<file path="src/rtl/bank_read_return_if.sv">
// Bus bundle for the bank read-return path: request side, per-bank read data
// and the in-order response stream.
interface bank_read_return_if #(
  parameter int DATA_WIDTH = 8,
  parameter int CNT_WIDTH  = 3
);
  // Request handshake: a request transfers on a cycle where i_req_valid and
  // o_req_ready are both high; o_req_ready never depends on i_req_valid.
  // Bank data and responses are single-cycle valid pulses without backpressure.
  logic                    i_req_valid;
  logic [3:0]              i_req_bank_en;
  logic                    o_req_ready;
  logic [3:0]              i_bank_rvalid;
  logic [4*DATA_WIDTH-1:0] i_bank_rdata;
  logic                    o_rvalid;
  logic [DATA_WIDTH-1:0]   o_rdata;
  logic [1:0]              o_rbank;
  logic [CNT_WIDTH-1:0]    o_outstanding;
  logic                    o_err;

  modport slave (
    input  i_req_valid, i_req_bank_en, i_bank_rvalid, i_bank_rdata,
    output o_req_ready, o_rvalid, o_rdata, o_rbank, o_outstanding, o_err
  );

  modport master (
    output i_req_valid, i_req_bank_en, i_bank_rvalid, i_bank_rdata,
    input  o_req_ready, o_rvalid, o_rdata, o_rbank, o_outstanding, o_err
  );
endinterface

</file>
<file path="src/rtl/bank_read_return.sv">
// Read-return path for a 4-bank memory: tags requests with their bank index,
// collects out-of-order bank data and returns it strictly in request order.
module bank_read_return #(
  parameter int DATA_WIDTH = 8,
  parameter int DEPTH      = 4,
  parameter int CNT_WIDTH  = 3
) (
  input  logic i_clk,
  input  logic i_rst_n,
  bank_read_return_if.slave bus
);

  localparam int PW = (DEPTH > 1) ? $clog2(DEPTH) : 1;

  logic [1:0]            fifo_q [DEPTH];
  logic [PW-1:0]         wr_ptr_q, rd_ptr_q;
  logic [CNT_WIDTH-1:0]  count_q, count_d;
  logic [CNT_WIDTH-1:0]  pend_q [4];
  logic [CNT_WIDTH-1:0]  pend_d [4];
  logic [3:0]            hold_v_q, hold_v_d;
  logic [DATA_WIDTH-1:0] hold_q [4];
  logic [DATA_WIDTH-1:0] hold_d [4];
  logic                  rvalid_q, rvalid_d;
  logic [DATA_WIDTH-1:0] rdata_q, rdata_d;
  logic [1:0]            rbank_q, rbank_d;
  logic                  err_q, err_d;

  // Bank b lives at bit (3-b) of the enable/valid vectors and the (3-b) data slice.
  logic [3:0]            bank_v;
  logic [DATA_WIDTH-1:0] bank_d [4];
  always_comb begin
    for (int b = 0; b < 4; b++) begin
      bank_v[b] = bus.i_bank_rvalid[3-b];
      bank_d[b] = bus.i_bank_rdata[(3-b)*DATA_WIDTH +: DATA_WIDTH];
    end
  end

  logic       full, req_fire, one_hot, push, bad_req, pop, nonempty;
  logic [1:0] push_idx, head;
  logic [3:0] drain, bypass;

  assign full     = (count_q == CNT_WIDTH'(DEPTH));
  assign nonempty = (count_q != '0);
  assign req_fire = bus.i_req_valid && !full;
  assign one_hot  = $onehot(bus.i_req_bank_en);
  assign push     = req_fire && one_hot;
  assign bad_req  = req_fire && !one_hot;
  assign head     = fifo_q[rd_ptr_q];
  assign pop      = nonempty && (hold_v_q[head] || bank_v[head]);

  always_comb begin
    case (bus.i_req_bank_en)
      4'b1000: push_idx = 2'd0;
      4'b0100: push_idx = 2'd1;
      4'b0010: push_idx = 2'd2;
      4'b0001: push_idx = 2'd3;
      default: push_idx = 2'd0;
    endcase
  end

  // A held entry has priority over live data when the head bank is served.
  always_comb begin
    for (int b = 0; b < 4; b++) begin
      drain[b]  = pop && (head == 2'(b)) && hold_v_q[b];
      bypass[b] = pop && (head == 2'(b)) && !hold_v_q[b];
    end
  end

  always_comb begin
    hold_v_d = hold_v_q;
    hold_d   = hold_q;
    pend_d   = pend_q;
    err_d    = bad_req;
    rvalid_d = pop;
    rdata_d  = rdata_q;
    rbank_d  = rbank_q;
    if (pop) begin
      rbank_d = head;
      rdata_d = hold_v_q[head] ? hold_q[head] : bank_d[head];
    end
    for (int b = 0; b < 4; b++) begin
      if (drain[b]) hold_v_d[b] = 1'b0;
      // Data is only kept if some request for this bank remains unserved.
      if (bank_v[b] && !bypass[b]) begin
        if ((pend_q[b] == '0) || (drain[b] && pend_q[b] == CNT_WIDTH'(1))) begin
          err_d = 1'b1;
        end else if (hold_v_q[b] && !drain[b]) begin
          err_d = 1'b1;
        end else begin
          hold_v_d[b] = 1'b1;
          hold_d[b]   = bank_d[b];
        end
      end
      if (push && push_idx == 2'(b)) pend_d[b] = pend_d[b] + CNT_WIDTH'(1);
      if (pop && head == 2'(b))      pend_d[b] = pend_d[b] - CNT_WIDTH'(1);
    end
  end

  always_comb begin
    case ({push, pop})
      2'b10:   count_d = count_q + CNT_WIDTH'(1);
      2'b01:   count_d = count_q - CNT_WIDTH'(1);
      default: count_d = count_q;
    endcase
  end

  always_ff @(posedge i_clk or negedge i_rst_n) begin
    if (!i_rst_n) begin
      for (int i = 0; i < DEPTH; i++) fifo_q[i] <= '0;
      for (int b = 0; b < 4; b++) begin
        pend_q[b] <= '0;
        hold_q[b] <= '0;
      end
      wr_ptr_q <= '0;
      rd_ptr_q <= '0;
      count_q  <= '0;
      hold_v_q <= '0;
      rvalid_q <= 1'b0;
      rdata_q  <= '0;
      rbank_q  <= '0;
      err_q    <= 1'b0;
    end else begin
      if (push) begin
        fifo_q[wr_ptr_q] <= push_idx;
        wr_ptr_q         <= wr_ptr_q + PW'(1);
      end
      if (pop) rd_ptr_q <= rd_ptr_q + PW'(1);
      count_q  <= count_d;
      pend_q   <= pend_d;
      hold_q   <= hold_d;
      hold_v_q <= hold_v_d;
      rvalid_q <= rvalid_d;
      rdata_q  <= rdata_d;
      rbank_q  <= rbank_d;
      err_q    <= err_d;
    end
  end

  assign bus.o_req_ready   = !full;
  assign bus.o_rvalid      = rvalid_q;
  assign bus.o_rdata       = rdata_q;
  assign bus.o_rbank       = rbank_q;
  assign bus.o_outstanding = count_q;
  assign bus.o_err         = err_q;

endmodule
</file>
<file path="src/flat_wrapper.sv">
// flat-port wrapper written by rule: the top's interface ports become plain ports
module bank_read_return_flat 
#(
  parameter int DATA_WIDTH = 8,
  parameter int DEPTH      = 4,
  parameter int CNT_WIDTH  = 3
)
  (i_clk, i_rst_n, bus_i_req_valid, bus_i_req_bank_en, bus_i_bank_rvalid, bus_i_bank_rdata, bus_o_req_ready, bus_o_rvalid, bus_o_rdata, bus_o_rbank, bus_o_outstanding, bus_o_err);
  bank_read_return_if #(.DATA_WIDTH(DATA_WIDTH), .CNT_WIDTH(CNT_WIDTH)) bus_i ();
  input  logic i_clk;
  input  logic i_rst_n;
  input wire logic [$bits(bus_i.i_req_valid)-1:0] bus_i_req_valid;
  input wire logic [$bits(bus_i.i_req_bank_en)-1:0] bus_i_req_bank_en;
  input wire logic [$bits(bus_i.i_bank_rvalid)-1:0] bus_i_bank_rvalid;
  input wire logic [$bits(bus_i.i_bank_rdata)-1:0] bus_i_bank_rdata;
  output wire logic [$bits(bus_i.o_req_ready)-1:0] bus_o_req_ready;
  output wire logic [$bits(bus_i.o_rvalid)-1:0] bus_o_rvalid;
  output wire logic [$bits(bus_i.o_rdata)-1:0] bus_o_rdata;
  output wire logic [$bits(bus_i.o_rbank)-1:0] bus_o_rbank;
  output wire logic [$bits(bus_i.o_outstanding)-1:0] bus_o_outstanding;
  output wire logic [$bits(bus_i.o_err)-1:0] bus_o_err;
  assign bus_i.i_req_valid = bus_i_req_valid;
  assign bus_i.i_req_bank_en = bus_i_req_bank_en;
  assign bus_i.i_bank_rvalid = bus_i_bank_rvalid;
  assign bus_i.i_bank_rdata = bus_i_bank_rdata;
  assign bus_o_req_ready = bus_i.o_req_ready;
  assign bus_o_rvalid = bus_i.o_rvalid;
  assign bus_o_rdata = bus_i.o_rdata;
  assign bus_o_rbank = bus_i.o_rbank;
  assign bus_o_outstanding = bus_i.o_outstanding;
  assign bus_o_err = bus_i.o_err;
  bank_read_return #(.DATA_WIDTH(DATA_WIDTH), .DEPTH(DEPTH), .CNT_WIDTH(CNT_WIDTH)) u_core (.i_clk(i_clk), .i_rst_n(i_rst_n), .bus(bus_i));
endmodule
</file>
<file path="config.mk">
export PLATFORM = sky130hd
export DESIGN_NAME = bank_read_return_flat
export DESIGN_NICKNAME = d
export VERILOG_FILES = /design/src/rtl/bank_read_return_if.sv /design/src/rtl/bank_read_return.sv /design/src/flat_wrapper.sv
export SDC_FILE = /design/constraint.sdc
export NUM_CORES = 1
export LEC_CHECK = 0
export BUFFER_PORTS_ARGS = -buffer_cell sky130_fd_sc_hd__buf_4
export CAP_MARGIN = 20
export CORE_UTILIZATION = 46
export DETAILED_ROUTE_END_ITERATION = 10
export GPL_TIMING_DRIVEN = 0
export MAX_ROUTING_LAYER = met4
export PLACE_DENSITY = 0.77
export SYNTH_ARGS = -nofsm -noshare
export SYNTH_HDL_FRONTEND = slang
export SYNTH_SLANG_ARGS = --single-unit
</file>
<file path="constraint.sdc">
create_clock -name i_clk -period 3.95 [get_ports i_clk]
set_input_delay 0.395 -clock i_clk [delete_from_list [all_inputs] [get_ports i_clk]]
set_output_delay 0.395 -clock i_clk [all_outputs]
set_load 0.01 [all_outputs]
</file>
Yosys cells after proc, flatten, opt, wreduce, memory -nomap -nowiden

Cells that the tools add are included.

$add $sub $neg: 15
Magnitude comparators: 5
Eq/ne operators: 17
Mux-type cells: 55
Bitwise operators: 11
Reductions and logical operators: 64

Operators by type and width:

| cell                | number |
|---|---|
| $mux 8              | 5 |
| $logic_and 1x1->1   | 33 |
| $bmux 8 s2          | 2 |
| $mux 1              | 30 |
| $mux 3              | 8 |
| $add 3x1->3 const B | 5 |
| $eq 3x1->1 const B  | 5 |
| $sub 3x1->3 const B | 5 |
| $logic_not 1->1     | 14 |
| $logic_not 3->1     | 4 |
| $reduce_and 3->1    | 4 |
| $eq 2x2->1 const B  | 5 |
| $ge 3x3->1 const B  | 3 |
| $not 2->3           | 3 |
| $bwmux 8            | 1 |
| $not 1->1           | 8 |
| $eq 2x1->1 const B  | 3 |
| $mux 2              | 3 |
| $pmux 2 s3          | 1 |
| $pmux 3 s2          | 1 |
| $logic_or 1x1->1    | 5 |
| $add 1x1->2         | 2 |
| $add 2x1->2 const B | 2 |
| $bmux 1 s2          | 2 |
| other kinds (12)    | 13 |

Bits in registers: 75
Bits of input ports: 43
Output and inout bits: 16
Word-level logic and storage cells: 187

Depth between registers and ports, before layout

Gate-level depths: netlist of the first run.

Depth after elaboration: 24
Mapped depth: 15
Gate-level depth less buffers: 15

Worst setup path before layout of the first run

Ideal clock, no wire load.

Path kind: in2reg
From: in bus_i_req_bank_en[0]
To: reg u_core.pend_q[2] in the netlist's numbering
Arrival: 2.923 ns
Required time: 3.870 ns
Slack: 0.947 ns
Cell stages on the path: 15
Cell sequence: inv_1 > ha_1 > ha_1 > fa_1 > nor2_1 > nand2_1 > nor2_2 > inv_2 > nor3b_2 > mux2i_1 > ha_1 > inv_1 > nor2_1 > xor2_1 > xnor2_1

RTL lines:

| element              | line                    | text |
|---|---|---|
| from (decl)          | flat_wrapper.sv:13      | `input wire logic [$bits(bus_i.i_req_bank_en)-1:0] bus_i_req_bank_en;` |
| to (signal assigned) | bank_read_return.sv:129 | `pend_q <= pend_d;` |
| to (decl)            | bank_read_return.sv:18  | `logic [CNT_WIDTH-1:0] pend_q [4];` |

Final worst setup path of the first run

From: reg u_core.rd_ptr_q[0]
To: reg u_core.count_q[2] (netlist: u_core.bus.o_outstanding[2])

Word-level cells in the longest chain between the ends: 10
Elaborated cells between the ends (all ways): 14
Those cells by class: eq/ne: 2; mux: 8; bitwise: 1; reduce/logical: 3

Ends and longest elaborated chain:

| element                                                | line                    | text |
|---|---|---|
| from (decl)                                            | bank_read_return.sv:16  | `logic [PW-1:0] wr_ptr_q, rd_ptr_q;` |
| from (signal assigned)                                 | bank_read_return.sv:127 | `if (pop) rd_ptr_q <= rd_ptr_q + PW'(1);` |
| $not 2->3 (not written as such) (*)                    | bank_read_return.sv:48  | `assign head = fifo_q[rd_ptr_q];` |
| $bmux 2 s2 (*)                                         | bank_read_return.sv:48  |  |
| $mux 2 (not written as such) (*) (2 in series)         | bank_read_return.sv:48  |  |
| $bmux 1 s2                                             | bank_read_return.sv:49  | `assign pop = nonempty && (hold_v_q[head] \|\| bank_v[head]);` |
| $mux 1 (not written as such)                           | bank_read_return.sv:49  |  |
| $logic_or 1x1->1 (*)                                   | bank_read_return.sv:49  |  |
| $logic_and 1x1->1 (*)                                  | bank_read_return.sv:49  |  |
| named net u_core.pop                                   | bank_read_return.sv:38  | `logic full, req_fire, one_hot, push, bad_req, pop, nonempty;` |
| $eq 2x1->1 / $eq 2x2->1 (equally long branches)        | bank_read_return.sv:100 | `case ({push, pop})` |
| $pmux 3 s2 / $reduce_bool 2->1 (equally long branches) | --                      |  |
| to (signal assigned)                                   | bank_read_return.sv:128 | `count_q <= count_d;` |
| to (decl)                                              | bank_read_return.sv:17  | `logic [CNT_WIDTH-1:0] count_q, count_d;` |

Mark *: on every way through the listed nets, which the timed path passes. The rest lies on a longest branch. The select of a mux whose other input is x is not followed.
A chain may end at the register's enable or synchronous reset.

==> summary.md, run 1 <==
| Metric | Value |
|---|---|
| Deepest clock path buffer count | 2 |
| Yosys top cell by area | dfrtp_1 |
| Sequential share of the synthesized area | between 30 and 40% |
| Final min period | 3.41 ns |
| Initial antenna violation count | 0 |
| Hold_buf cts | 0 |
| Fin crit share | 86.4% |
| Async set-reset flop share out of synthesis | 100% |
| Syn Nets | 482 |
| Final setup fails | 0 |
| Hold Crit Class | input port to asynchronous set/reset pin |
| Clock sink count | 75 |
| Max_cap viols | 0 |
| Fin. Hold Viols | 0 |
| Final net count | 550 |
| Leakage | approximately 2.5 nW |
| Crit-path max FO | 11 |
| Vias per cell | 5.46 |
| Mapped Cells | 408 |
| Unique masters post-synth | 57 |
| Total core area | 9820 um2 |
| Worst-margin pin slew | around 0.94 ns |
| Initial core utilization | 47.9% |
| Sequential Area | 1880 um2 |
| Most Frequent Cell on Critical Path | xor2_1 |
| Overflow after GRT | 0 |
| Synth warn | 0 |
| Setup repair bufs after CTS | 0 |
| Layout cells sized above 1 | 32.6% |
| Iteration-0 DRC Markers | 118 |
| Synth Cell Area | 4700 um2 |
| Clock transition at the registers of the reported paths | ~0.080 ns |
| Area occupied by multi-input gates | 2590 um2 |
| CP max stage cell | mux4_2 |
| Routability cong. | roughly 0.79 |
| Synthesis-to-layout area growth | 16.5% |
| Setup TNS | 0 ns |
| WL met1 | between 4000 and 5000 um |
| Cell row count | 36 |
| CTS H-tree lvls | 3 |
| Required time of the critical path | 4.23 ns |
| I/O pins | just under 60 |
| Pre-antenna DRT Iters | 5 |
| Synth cell count leaders | dfrtp_1, mux2_2, mux2i_1 |
| Resize count post-CTS | 0 |
| Final Power | approximately 4.6 mW |
| Global-route wire length before repair | ~17000 um |
| Full die area | 10600 um2 |
| Synthesized area per cell | 11.5 um2 |
| Drt wl/cell | 16.9 um |
| Port Buffers | 57 |
| Worst path max stage delay | 0.61 ns |
| Outcome | complete, no violations |
| Met2 wire length | around 5200 um |
| Startpoint Class | flip-flop |
| Post-synth EDFFs | 0 |
| Largest net degree at the start of global routing | 76 |
| # diodes | 0 |
| Vias post-DR | approximately 3400 |
| Post-Route WL | 10400 um |
| Detailed placer's ending HPWL | 7710 um |
| Most frequent cell after synthesis | dfrtp_1 |
| Skew-Pair Late Insertion Delay | 0.35 ns |
| Seq cells post-synth | 75 |
| TritonCTS clock tree | done |
| Crit. End Element | flip-flop |
| Primary FF master, synth | dfrtp_1 |
| Power per cell area | 846 nW/um2 |
| Cells along the critical path | mux4_2 > mux2i_1 > mux2i_2 > o21a_4 > buf_6 > ha_1 > inv_1 > fa_1 > xor2_1 > nor2_1 > xor2_1 |
| Worst clock skew | 0.00650 ns |
| Die width | 103 um |
| FMAX | 293 MHz |
| RSZ-0062 raised after global routing | false |
| Crit Reg-Reg Startpoint | u_core.rd_ptr_q[0] |
| Met3 Wirelength | 460 um |
| Post-DRT Antenna Nets | 0 |
| Highest routed layer | met4 |
| Top cell type's share of synthesized area | 39.9% |
| Number of global-route vias before repair | 3497 |
| Fillers | ~900 |
| Worst setup startpoint | u_core.rd_ptr_q[0] |
| DIE HEIGHT | around 100 um |
| DRC | 0 |
| Rel. slew slack | 37.5% |
| CTS buffer count | 9 |
| Worst-case vdd ir drop | 0.311 mV |
| CTS Root Buffer Type | clkbuf_8 |
| Max-slew violations | 0 |
| Worst Path Arrival | 3.69 ns |
| Worst setup path class | flip-flop to flip-flop |
| Global-route usage over all layers | between 20 and 25% |
| Top post-synthesis cells by area | dfrtp_1, mux2_2, mux2i_1 |
-- state kept, by name (all words and copies together), names as in the netlist --
register and flops:
u_core.hold_q 32, u_core.pend_q 12, u_core.bus.o_rdata 8, u_core.fifo_q 8
u_core.hold_v_q 4, u_core.bus.o_outstanding 3, u_core.bus.o_rbank 2, u_core.rd_ptr_q 2
u_core.wr_ptr_q 2, u_core.bus.o_err 1, u_core.bus.o_rvalid 1
-- worst max-delay path, delay by kind of cell, from the launching register on --
family,cells,cell delay [ns]
flops,1,0.49
simple gates,1,0.11
compound gates,1,0.26
mux,3,1.34
buf+inv,2,0.25
fa+ha+maj,2,0.58
xor+xnor,2,0.29
-- final timing paths --
path | depth (start not counted) | end | slack (ns)
worst max register to register | 11 | u_core.bus.o_outstanding[2] | 0.54
worst min register to register | 1 | u_core.hold_q[25] | 0.51
worst min-delay path | 1 | u_core.wr_ptr_q[0] | 0.17
max in group asynchronous | 1 | u_core.bus.o_rvalid | 3.16
worst max-delay path | 11 | u_core.bus.o_outstanding[2] | 0.54
min in group i_clk | 2 | u_core.hold_q[18] | 0.28
-- through the flow --
stage / hold slack (ns) / cell area [um2] / std cells / util [%] / worst slack [ns]
finish: 0.174 / 5480 / 614 / 55.8 / 0.538
global route: 0.249 / 5480 / 614 / 55.8 / 0.309
CTS: 0.219 / 5480 / 614 / 55.8 / 0.534
detailed placement: 0.493 / 5300 / 598 / 53.9 / 0.457
global placement: 0.471 / 5300 / 598 / 53.9 / 0.565
floorplan: 0.0994 / 4700 / 408 / - / 0.947
-- routing by layer --
metal	GRT usage, %	vias up
li1	-	1582
met1	26.4	1673
met2	36.1	79
met3	4.95	20
met4	9.43	0
met5	-	-
-- power breakdown --
group | switching (mW) | internal [mW]
sequential | 0.264 | 1.15
combinational | 1.39 | 1.29
clock | 0.283 | 0.260
-- cell usage in the layout (no fill, tap or decap), types with 10 or more instances in the layout --
master / instances
dfrtp_1: 75
buf_4: 58
mux2_2: 47
mux2i_1: 46
nand2_1: 34
inv_1: 33
ha_1: 29
o21ai_0: 15
xnor2_1: 15
clkbuf_8: 11
o2111ai_1: 10
-- logic make-up (layout without fill, tap and decap cells) --
family          Yosys count  count (layout)  synth area share, %
mux                     102             102                 24.2
simple gates             80              80                 10.1
flops                    75              75                 39.9
compound gates           49              49                 8.30
buf+inv                  49             122                 4.87
fa+ha+maj                31              31                 8.57
xor+xnor                 22              22                 4.10
-- final cells by class --
cell class | count | share of cell area (%)
clock inverters | 4 | 0.457
well taps | 133 | 3.04
repair buffers | 57 | 7.82
multi-input cells | 284 | 47.4
plain buffers | 15 | 1.85
inverters | 34 | 2.33
clock buffers | 12 | 2.83
flip-flops and latches | 75 | 34.3
No activity file was read; power rests on OpenSTA's default activity.
==> run 2: changes to the inputs <==
--- a/config.mk
+++ b/config.mk
@@ -11,7 +11,7 @@
 export DETAILED_ROUTE_END_ITERATION = 10
 export GPL_TIMING_DRIVEN = 0
 export MAX_ROUTING_LAYER = met4
-export PLACE_DENSITY = 0.77
+export PLACE_DENSITY_LB_ADDON = 0.08
 export SYNTH_ARGS = -nofsm -noshare
 export SYNTH_HDL_FRONTEND = slang
 export SYNTH_SLANG_ARGS = --single-unit
==> constraint.sdc (replaced) <==
create_clock -name i_clk -period 3.95 [get_ports i_clk]
set_input_delay 0.1975 -clock i_clk [delete_from_list [all_inputs] [get_ports i_clk]]
set_output_delay 0.1975 -clock i_clk [all_outputs]
set_load 0.01 [all_outputs]
==> run 2 against run 1 <==
Wire length down 1.5%. First-iteration DRC count grew 10%. Worst hold slack got worse by 0.19 ns. Critical endpoint unchanged. Clock power increased by 22%. Register-to-register slack got worse by 0.02 ns. Sequential cell count unchanged. Clock-buffer cell count decreased by 2. Combinational power about the same. Cell count unchanged. The flow now finishes with violations (hold timing). Total power is 1.6% higher. Global-route usage is 0.47 points lower.
==> summary.md, run 2 (synthesis gave the netlist of run 1 again) <==
| Metric | Value |
|---|---|
| Outcome | finished, violations left (was complete, no violations) |
| Failing checks | hold timing |
| Post-Route WL | 10300 um (was 10400 um) |
| Largest register FFs | 32 (unchanged) |
| Setup TNS | 0 ns (unchanged) |
| Global-route usage over all layers | 21.6% (was 22.1%) |
| Largest net degree at the start of global routing | 76 (unchanged) |
| Drt wl/cell | 16.7 um (was 16.9 um) |
| Worst-case vdd ir drop | 0.359 mV (was 0.311 mV) |
| Max_cap viols | 0 (unchanged) |
| Final net count | 550 (unchanged) |
| Vias per cell | 5.19 (was 5.46) |
| Power per cell area | 854 nW/um2 (was 846 nW/um2) |
| Leakage | 2.47 nW (was 2.46 nW) |
| Initial core utilization | 47.9% (unchanged) |
| Required time of the critical path | 4.24 ns (was 4.23 ns) |
| CTS buffer count | 9 (unchanged) |
| Die width | 103 um (unchanged) |
| Overflow after GRT | 0 (unchanged) |
| Global-route wire length before repair | 16400 um (was 16800 um) |
| Clock sink count | 75 (unchanged) |
| Hold_buf cts | 0 (unchanged) |
| Cell row count | 36 (unchanged) |
| Finished Layout Cells | 614 (unchanged) |
| Crit. End Element | flip-flop (unchanged) |
| Full die area | 10600 um2 (unchanged) |
| Cells along the critical path | mux4_2 > mux2i_1 > mux2i_2 > o21a_4 > buf_6 > ha_1 > inv_1 > fa_1 > xor2_1 > nor2_1 > xor2_1 (unchanged) |
| Worst Path Arrival | 3.72 ns (was 3.69 ns) |
| Number of global-route vias before repair | 3216 (was 3497) |
| Synthesis-to-layout area growth | 17.2% (was 16.5%) |
| Skew-Pair Late Insertion Delay | 0.36 ns (was 0.35 ns) |
| DIE HEIGHT | 103 um (unchanged) |
| Deepest clock path buffer count | 2 (unchanged) |
| P_int | 2.79 mW (was 2.70 mW) |
| Top Registers | u_core.hold_q: 32 flops, u_core.pend_q: 12 flops (unchanged) |
| Final setup fails | 0 (unchanged) |
| Reg power frac | 29.7% (was 30.5%) |
| Worst-margin pin slew | 0.983 ns (was 0.937 ns) |
| TritonCTS clock tree | done (unchanged) |
| Layout cells sized above 1 | 32.6% (unchanged) |
| FF-to-FF path depth | 11 (unchanged) |
| Setup repair bufs after CTS | 0 (unchanged) |
| Startpoint Class | flip-flop (unchanged) |
| Placed cells | 598 (unchanged) |
| Initial antenna violation count | 0 (unchanged) |
| Top reg by flops | u_core.hold_q (unchanged) |
| WHS | -0.0163 ns (was 0.174 ns) |
| Worst reg2reg endpoint | u_core.bus.o_outstanding[2] (unchanged) |
| Post-DRT Antenna Nets | 0 (unchanged) |
| Dpl ws | 0.521 ns (was 0.457 ns) |
| Iteration-0 DRC Markers | 130 (was 118) |
| Commonest non-fill, non-tap cells in the layout | dfrtp_1, buf_4, mux2_2, mux2i_1, nand2_1 (unchanged) |
| Detailed placer's ending HPWL | 7530 um (was 7710 um) |
| Most Frequent Cell on Critical Path | xor2_1 (unchanged) |
| Vias post-DR | 3185 (was 3354) |
| Port Buffers | 57 (unchanged) |
| Gate power share | 56.3% (was 57.8%) |
| CTS Root Buffer Type | clkbuf_8 (unchanged) |
| Fin crit share | 86.8% (was 86.4%) |
| FMAX | 292 MHz (was 293 MHz) |
| Clock share of power | 14.0% (was 11.7%) |
| Crit-path max FO | 11 (unchanged) |
| Routability cong. | 0.773 (was 0.791) |
| Worst setup path class | flip-flop to flip-flop (unchanged) |
| CP max stage cell | mux4_2 (unchanged) |
| Resize count post-CTS | 0 (unchanged) |
| Worst clock skew | 0.00857 ns (was 0.00650 ns) |
| Rel. slew slack | 34.4% (was 37.5%) |
| Hold Crit Class | input port to asynchronous set/reset pin (unchanged) |
| Max-slew violations | 0 (unchanged) |
| CTS H-tree lvls | 3 (unchanged) |
| NetSw | 1.92 mW (was 1.93 mW) |
| Fin worst setup slack | 0.521 ns (was 0.538 ns) |
| RSZ-0062 raised after global routing | false (unchanged) |
| Commonest non-fill, non-tap cell in the layout | dfrtp_1 (unchanged) |
| Total core area | 9820 um2 (unchanged) |
| I/O pins | 59 (unchanged) |
| Pre-antenna DRT Iters | 4 (was 5) |
| Crit Reg-Reg Startpoint | u_core.rd_ptr_q[0] (unchanged) |
| Fin. Hold Viols | 13 (was 0) |
| Clock transition at the registers of the reported paths | 0.08 ns (about the same) |
| Flop2flop setup slack | 0.52 ns (was 0.54 ns) |
| # diodes | 0 (unchanged) |
| Worst path max stage delay | 0.62 ns (was 0.61 ns) |
| DRC | 0 (unchanged) |
| Final min period | 3.43 ns (was 3.41 ns) |
| Sw Share | 40.7% (was 41.8%) |
-- run 2: changes by cell type in the layout (fill, tap and decap cells not counted) --
| cell | before | now |
|---|---|---|
| clkbuf_8 | 11 | 9 |
| inv_6 | 0 | 1 |
| clkinv_2 | 2 | 1 |
| bufinv_16 | 0 | 2 |
-- run 2: critical path, delay by kind of cell, from the launching register on --
kind / cells / cell delay (ns)
AOI/OAI and AO/OA: 1 / 0.26
adders and majority gates: 2 / 0.57
muxes: 3 / 1.38
and+or+nand+nor: 1 / 0.13
DFF: 1 / 0.47
buffers and inverters: 2 / 0.25
xor gates and xnor gates: 2 / 0.30
-- run 2: area by class of cell --
cell class	count	area [um2]
Buffer	15	101
Clock buffer	10	128
Clock inverter	6	88.8
Fill cell	900	4310
Inverter	34	128
Multi-Input combinational cell	284	2590
Sequential cell	75	1880
Tap cell	133	166
Timing Repair Buffer	57	428
-- run 2: layer usage --
layer | up-vias | part of all wire [%] | track usage (%)
met4 | 0 | 1.0 | 5.53
met3 | 13 | 3.7 | 4.34
li1 | 1568 | - | -
met2 | 61 | 47 | 33.1
met5 | - | 0 | -
met1 | 1543 | 49 | 29.5
-- run 2: worst max-delay path by stage --
stage / startpoint / end / slack [ns]
3_3_place_gp: u_core.rd_ptr_q[0] / u_core.bus.o_outstanding[2] / 0.55
5_1_grt: u_core.rd_ptr_q[0] / u_core.bus.o_outstanding[2] / 0.31
6_report: u_core.rd_ptr_q[0] / u_core.bus.o_outstanding[2] / 0.52
3_5_place_dp: u_core.rd_ptr_q[0] / u_core.bus.o_outstanding[2] / 0.52
4_1_cts: u_core.rd_ptr_q[0] / u_core.bus.o_outstanding[2] / 0.50
2_1_floorplan: u_core.rd_ptr_q[0] / u_core.bus.o_outstanding[2] / 0.99
-- run 2: power groups by stage --
| stage | Sequential (mW) | Combinational, mW | Clock (mW) |
|---|---|---|---|
| final | 1.40 | 2.65 | 0.660 |
| after CTS | 1.40 | 2.67 | 0.677 |
| after global placement | 1.40 | 2.61 | 0 |
| after detailed placement | 1.42 | 2.66 | 0 |
| after global routing | 1.45 | 2.92 | 0.709 |
| after floorplan | 1.38 | 2.02 | 0 |
-- run 2: stage by stage --
| stage | total power [mW] | util (%) | instance area (um2) |
|---|---|---|---|
| 2_1_floorplan | 3.40 | - | 4700 |
| 3_3_place_gp | 4.01 | 53.9 | 5300 |
| 3_5_place_dp | 4.08 | 53.9 | 5300 |
| 4_1_cts | 4.75 | 56.1 | 5510 |
| 5_1_grt | 5.08 | 56.1 | 5510 |
| 6_report | 4.71 | 56.1 | 5510 |
==> run 3: changes to the inputs <==
--- a/config.mk
+++ b/config.mk
@@ -7,6 +7,7 @@
 export LEC_CHECK = 0
 export BUFFER_PORTS_ARGS = -buffer_cell sky130_fd_sc_hd__buf_4
 export CAP_MARGIN = 20
+export CORE_MARGIN = 2
 export CORE_UTILIZATION = 46
 export DETAILED_ROUTE_END_ITERATION = 10
 export GPL_TIMING_DRIVEN = 0
==> constraint.sdc (replaced) <==
create_clock -name i_clk -period 4.35 [get_ports i_clk]
set_input_delay 0.2175 -clock i_clk [delete_from_list [all_inputs] [get_ports i_clk]]
set_output_delay 0.2175 -clock i_clk [all_outputs]
set_load 0.01 [all_outputs]
==> run 3 against run 2 <==
The run still ends with hold timing left. Sequential cell count is the same. Clock-buffer cell count grew 2. Wire length grew 1.1%. Combinational power shrank 9.4%. First-iteration DRC count grew 6.9%. Critical endpoint unchanged.
==> summary.md, run 3 (synthesis gave the netlist of run 1 again) <==
| Metric | Value |
|---|---|
| Outcome | finished, violations left (unchanged) |
| Failing checks | hold timing (unchanged) |
| Overflow after GRT | 0 (unchanged) |
| Worst Path Arrival | 3.68 ns (was 3.72 ns) |
| Synthesis-to-layout area growth | 16.8% (was 17.2%) |
| Global-route usage over all layers | 20.3% (was 21.6%) |
| Commonest non-fill, non-tap cells in the layout | dfrtp_1, buf_4, mux2_2, mux2i_1, nand2_1 (unchanged) |
| Worst setup startpoint | u_core.rd_ptr_q[0] (unchanged) |
| Required time of the critical path | 4.65 ns (was 4.24 ns) |
| Dpl cell area | 5300 um2 (unchanged) |
| Number of global-route vias before repair | 3222 (was 3216) |
| Cell row count | 36 (unchanged) |
| # diodes | 0 (unchanged) |
| Total core area | 9860 um2 (was 9820 um2) |
| CTS H-tree lvls | 3 (unchanged) |
| Fin. Hold Viols | 13 (unchanged) |
| Worst-case vdd ir drop | 0.308 mV (was 0.359 mV) |
| Skew-Pair Late Insertion Delay | 0.37 ns (was 0.36 ns) |
| Rel. slew slack | 34.4% (about the same) |
| Most Frequent Cell on Critical Path | xor2_1 (unchanged) |
| CP max stage cell | mux4_2 (unchanged) |
| Initial antenna violation count | 0 (unchanged) |
| Worst setup path class | flip-flop to flip-flop (unchanged) |
| TritonCTS clock tree | done (unchanged) |
| Startpoint Class | flip-flop (unchanged) |
| DRC | 0 (unchanged) |
| Full die area | 11000 um2 (was 10600 um2) |
| Commonest non-fill, non-tap cell in the layout | dfrtp_1 (unchanged) |
| FMAX | 296 MHz (was 292 MHz) |
| Setup TNS | 0 ns (unchanged) |
| Max_cap viols | 0 (unchanged) |
| Pre-antenna DRT Iters | 6 (was 4) |
| Fin crit share | 77.6% (was 86.8%) |
| Max-slew violations | 0 (unchanged) |
| Worst-margin pin slew | 0.983 ns (about the same) |
| Vias per cell | 5.22 (was 5.19) |
| Vias post-DR | 3206 (was 3185) |
| Routability cong. | 0.808 (was 0.773) |
| CTS buffer count | 9 (unchanged) |
| Post-layout util | 55.7% (was 56.1%) |
| Resize count post-CTS | 0 (unchanged) |
| Fillers | 877 (was 900) |
| Top reg by flops | u_core.hold_q (unchanged) |
| DIE HEIGHT | 105 um (was 103 um) |
| Hold_buf cts | 0 (unchanged) |
| Post-DRT Antenna Nets | 0 (unchanged) |
| Clock sink count | 75 (unchanged) |
| Leakage | 2.46 nW (was 2.47 nW) |
| Post-Route WL | 10400 um (was 10300 um) |
| Cells along the critical path | mux4_2 > mux2i_1 > mux2i_2 > o21a_4 > buf_6 > ha_1 > inv_1 > fa_1 > xor2_1 > nor2_1 > xor2_1 (unchanged) |
| Crit-path max FO | 11 (unchanged) |
| Top Registers | u_core.hold_q: 32 flops, u_core.pend_q: 12 flops (unchanged) |
| Flop2flop setup slack | 0.97 ns (was 0.52 ns) |
| CTS Root Buffer Type | clkbuf_8 (unchanged) |
| RSZ-0062 raised after global routing | false (unchanged) |
| Crit Reg-Reg Startpoint | u_core.rd_ptr_q[0] (unchanged) |
| Clock transition at the registers of the reported paths | 0.08 ns (about the same) |
| Layout cells sized above 1 | 32.4% (was 32.6%) |
| Detailed placer's ending HPWL | 7650 um (was 7530 um) |
| Cell area after layout | 5490 um2 (was 5510 um2) |
| Dpl ws | 0.943 ns (was 0.521 ns) |
| Fin worst setup slack | 0.972 ns (was 0.521 ns) |
| Die width | 105 um (was 103 um) |
| Setup repair bufs after CTS | 0 (unchanged) |
| I/O pins | 59 (unchanged) |
| Drt wl/cell | 16.9 um (was 16.7 um) |
| Final min period | 3.38 ns (was 3.43 ns) |
| Final setup fails | 0 (unchanged) |
| Power per cell area | 770 nW/um2 (was 854 nW/um2) |
| Hold Crit Class | input port to asynchronous set/reset pin (unchanged) |
| Largest net degree at the start of global routing | 76 (unchanged) |
| Crit. End Element | flip-flop (unchanged) |
| Levels on crit path | 11 (unchanged) |
| WHS | -0.0201 ns (was -0.0163 ns) |
| Initial core utilization | 47.7% (was 47.9%) |
| Global-route wire length before repair | 16800 um (was 16400 um) |
| Iteration-0 DRC Markers | 139 (was 130) |
| Worst reg2reg endpoint | u_core.bus.o_outstanding[2] (unchanged) |
| FF-to-FF path depth | 11 (unchanged) |
| Worst clock skew | 0.00669 ns (was 0.00857 ns) |
| Port Buffers | 57 (unchanged) |
| Worst path max stage delay | 0.61 ns (was 0.62 ns) |
| Crit path capture | u_core.bus.o_outstanding[2] (unchanged) |
| Final net count | 550 (unchanged) |
| Worst Path Buf+Inv | 2 (unchanged) |
| CP top delay family | multiplexers (unchanged) |
| Largest register FFs | 32 (unchanged) |
| Deepest clock path buffer count | 2 (unchanged) |
## run 3: cell count changes in the layout (fill, tap and decap cells not counted), sizes merged
cell,previous run,this run
clkbuf,16,18
bufinv,2,1
inv,35,34
## run 3: worst register-to-register path, delay by kind of cell, from the launching register on
kind | cells | cell delay, ns
AOI/OAI and AO/OA | 1 | 0.26
xor gates and xnor gates | 2 | 0.30
adders and majority gates | 2 | 0.57
buffers and inverters | 2 | 0.24
DFF | 1 | 0.48
muxes | 3 | 1.35
and+or+nand+nor | 1 | 0.11
## run 3: cell type report
class | instances | area, um2 | area share [%]
Multi-Input combinational cell | 284 | 2590 | 47.3
Sequential cell | 75 | 1880 | 34.2
Timing Repair Buffer | 57 | 428 | 7.79
Tap cell | 133 | 166 | 3.03
Clock buffer | 12 | 145 | 2.64
Inverter | 34 | 128 | 2.32
Buffer | 15 | 101 | 1.85
Clock inverter | 4 | 50.0 | 0.912
## run 3: worst min-delay path by stage
stage               slack (ns)          endpoint  startpoint
floorplan                -0.08  u_core.bus.o_err     i_rst_n
global placement          0.43  u_core.pend_q[0]     i_rst_n
detailed placement        0.44  u_core.pend_q[0]     i_rst_n
CTS                       0.05  u_core.pend_q[0]     i_rst_n
global route              0.07  u_core.pend_q[1]     i_rst_n
finish                   -0.02  u_core.pend_q[0]     i_rst_n
## run 3: metrics by stage
stage          cells  hold WS [ns]  power [mW]
6_report         614       -0.0201        4.23
5_1_grt          614        0.0733        4.58
4_1_cts          614        0.0458        4.27
3_5_place_dp     598         0.440        3.71
3_3_place_gp     598         0.432        3.64
2_1_floorplan    408       -0.0781        3.08
## run 3: power by group
| group | internal (mW) | switching (mW) |
|---|---|---|
| Clock | 0.280 | 0.272 |
| Combinational | 1.17 | 1.23 |
| Sequential | 1.04 | 0.236 |
| Total | 2.49 | 1.74 |
## run 3: layer usage
| layer | track usage, % | wire [um] |
|---|---|---|
| met5 | - | 0 |
| met4 | 7.14 | 108 |
| met3 | 3.68 | 364 |
| met2 | 29.8 | 4770 |
| met1 | 28.3 | 5120 |
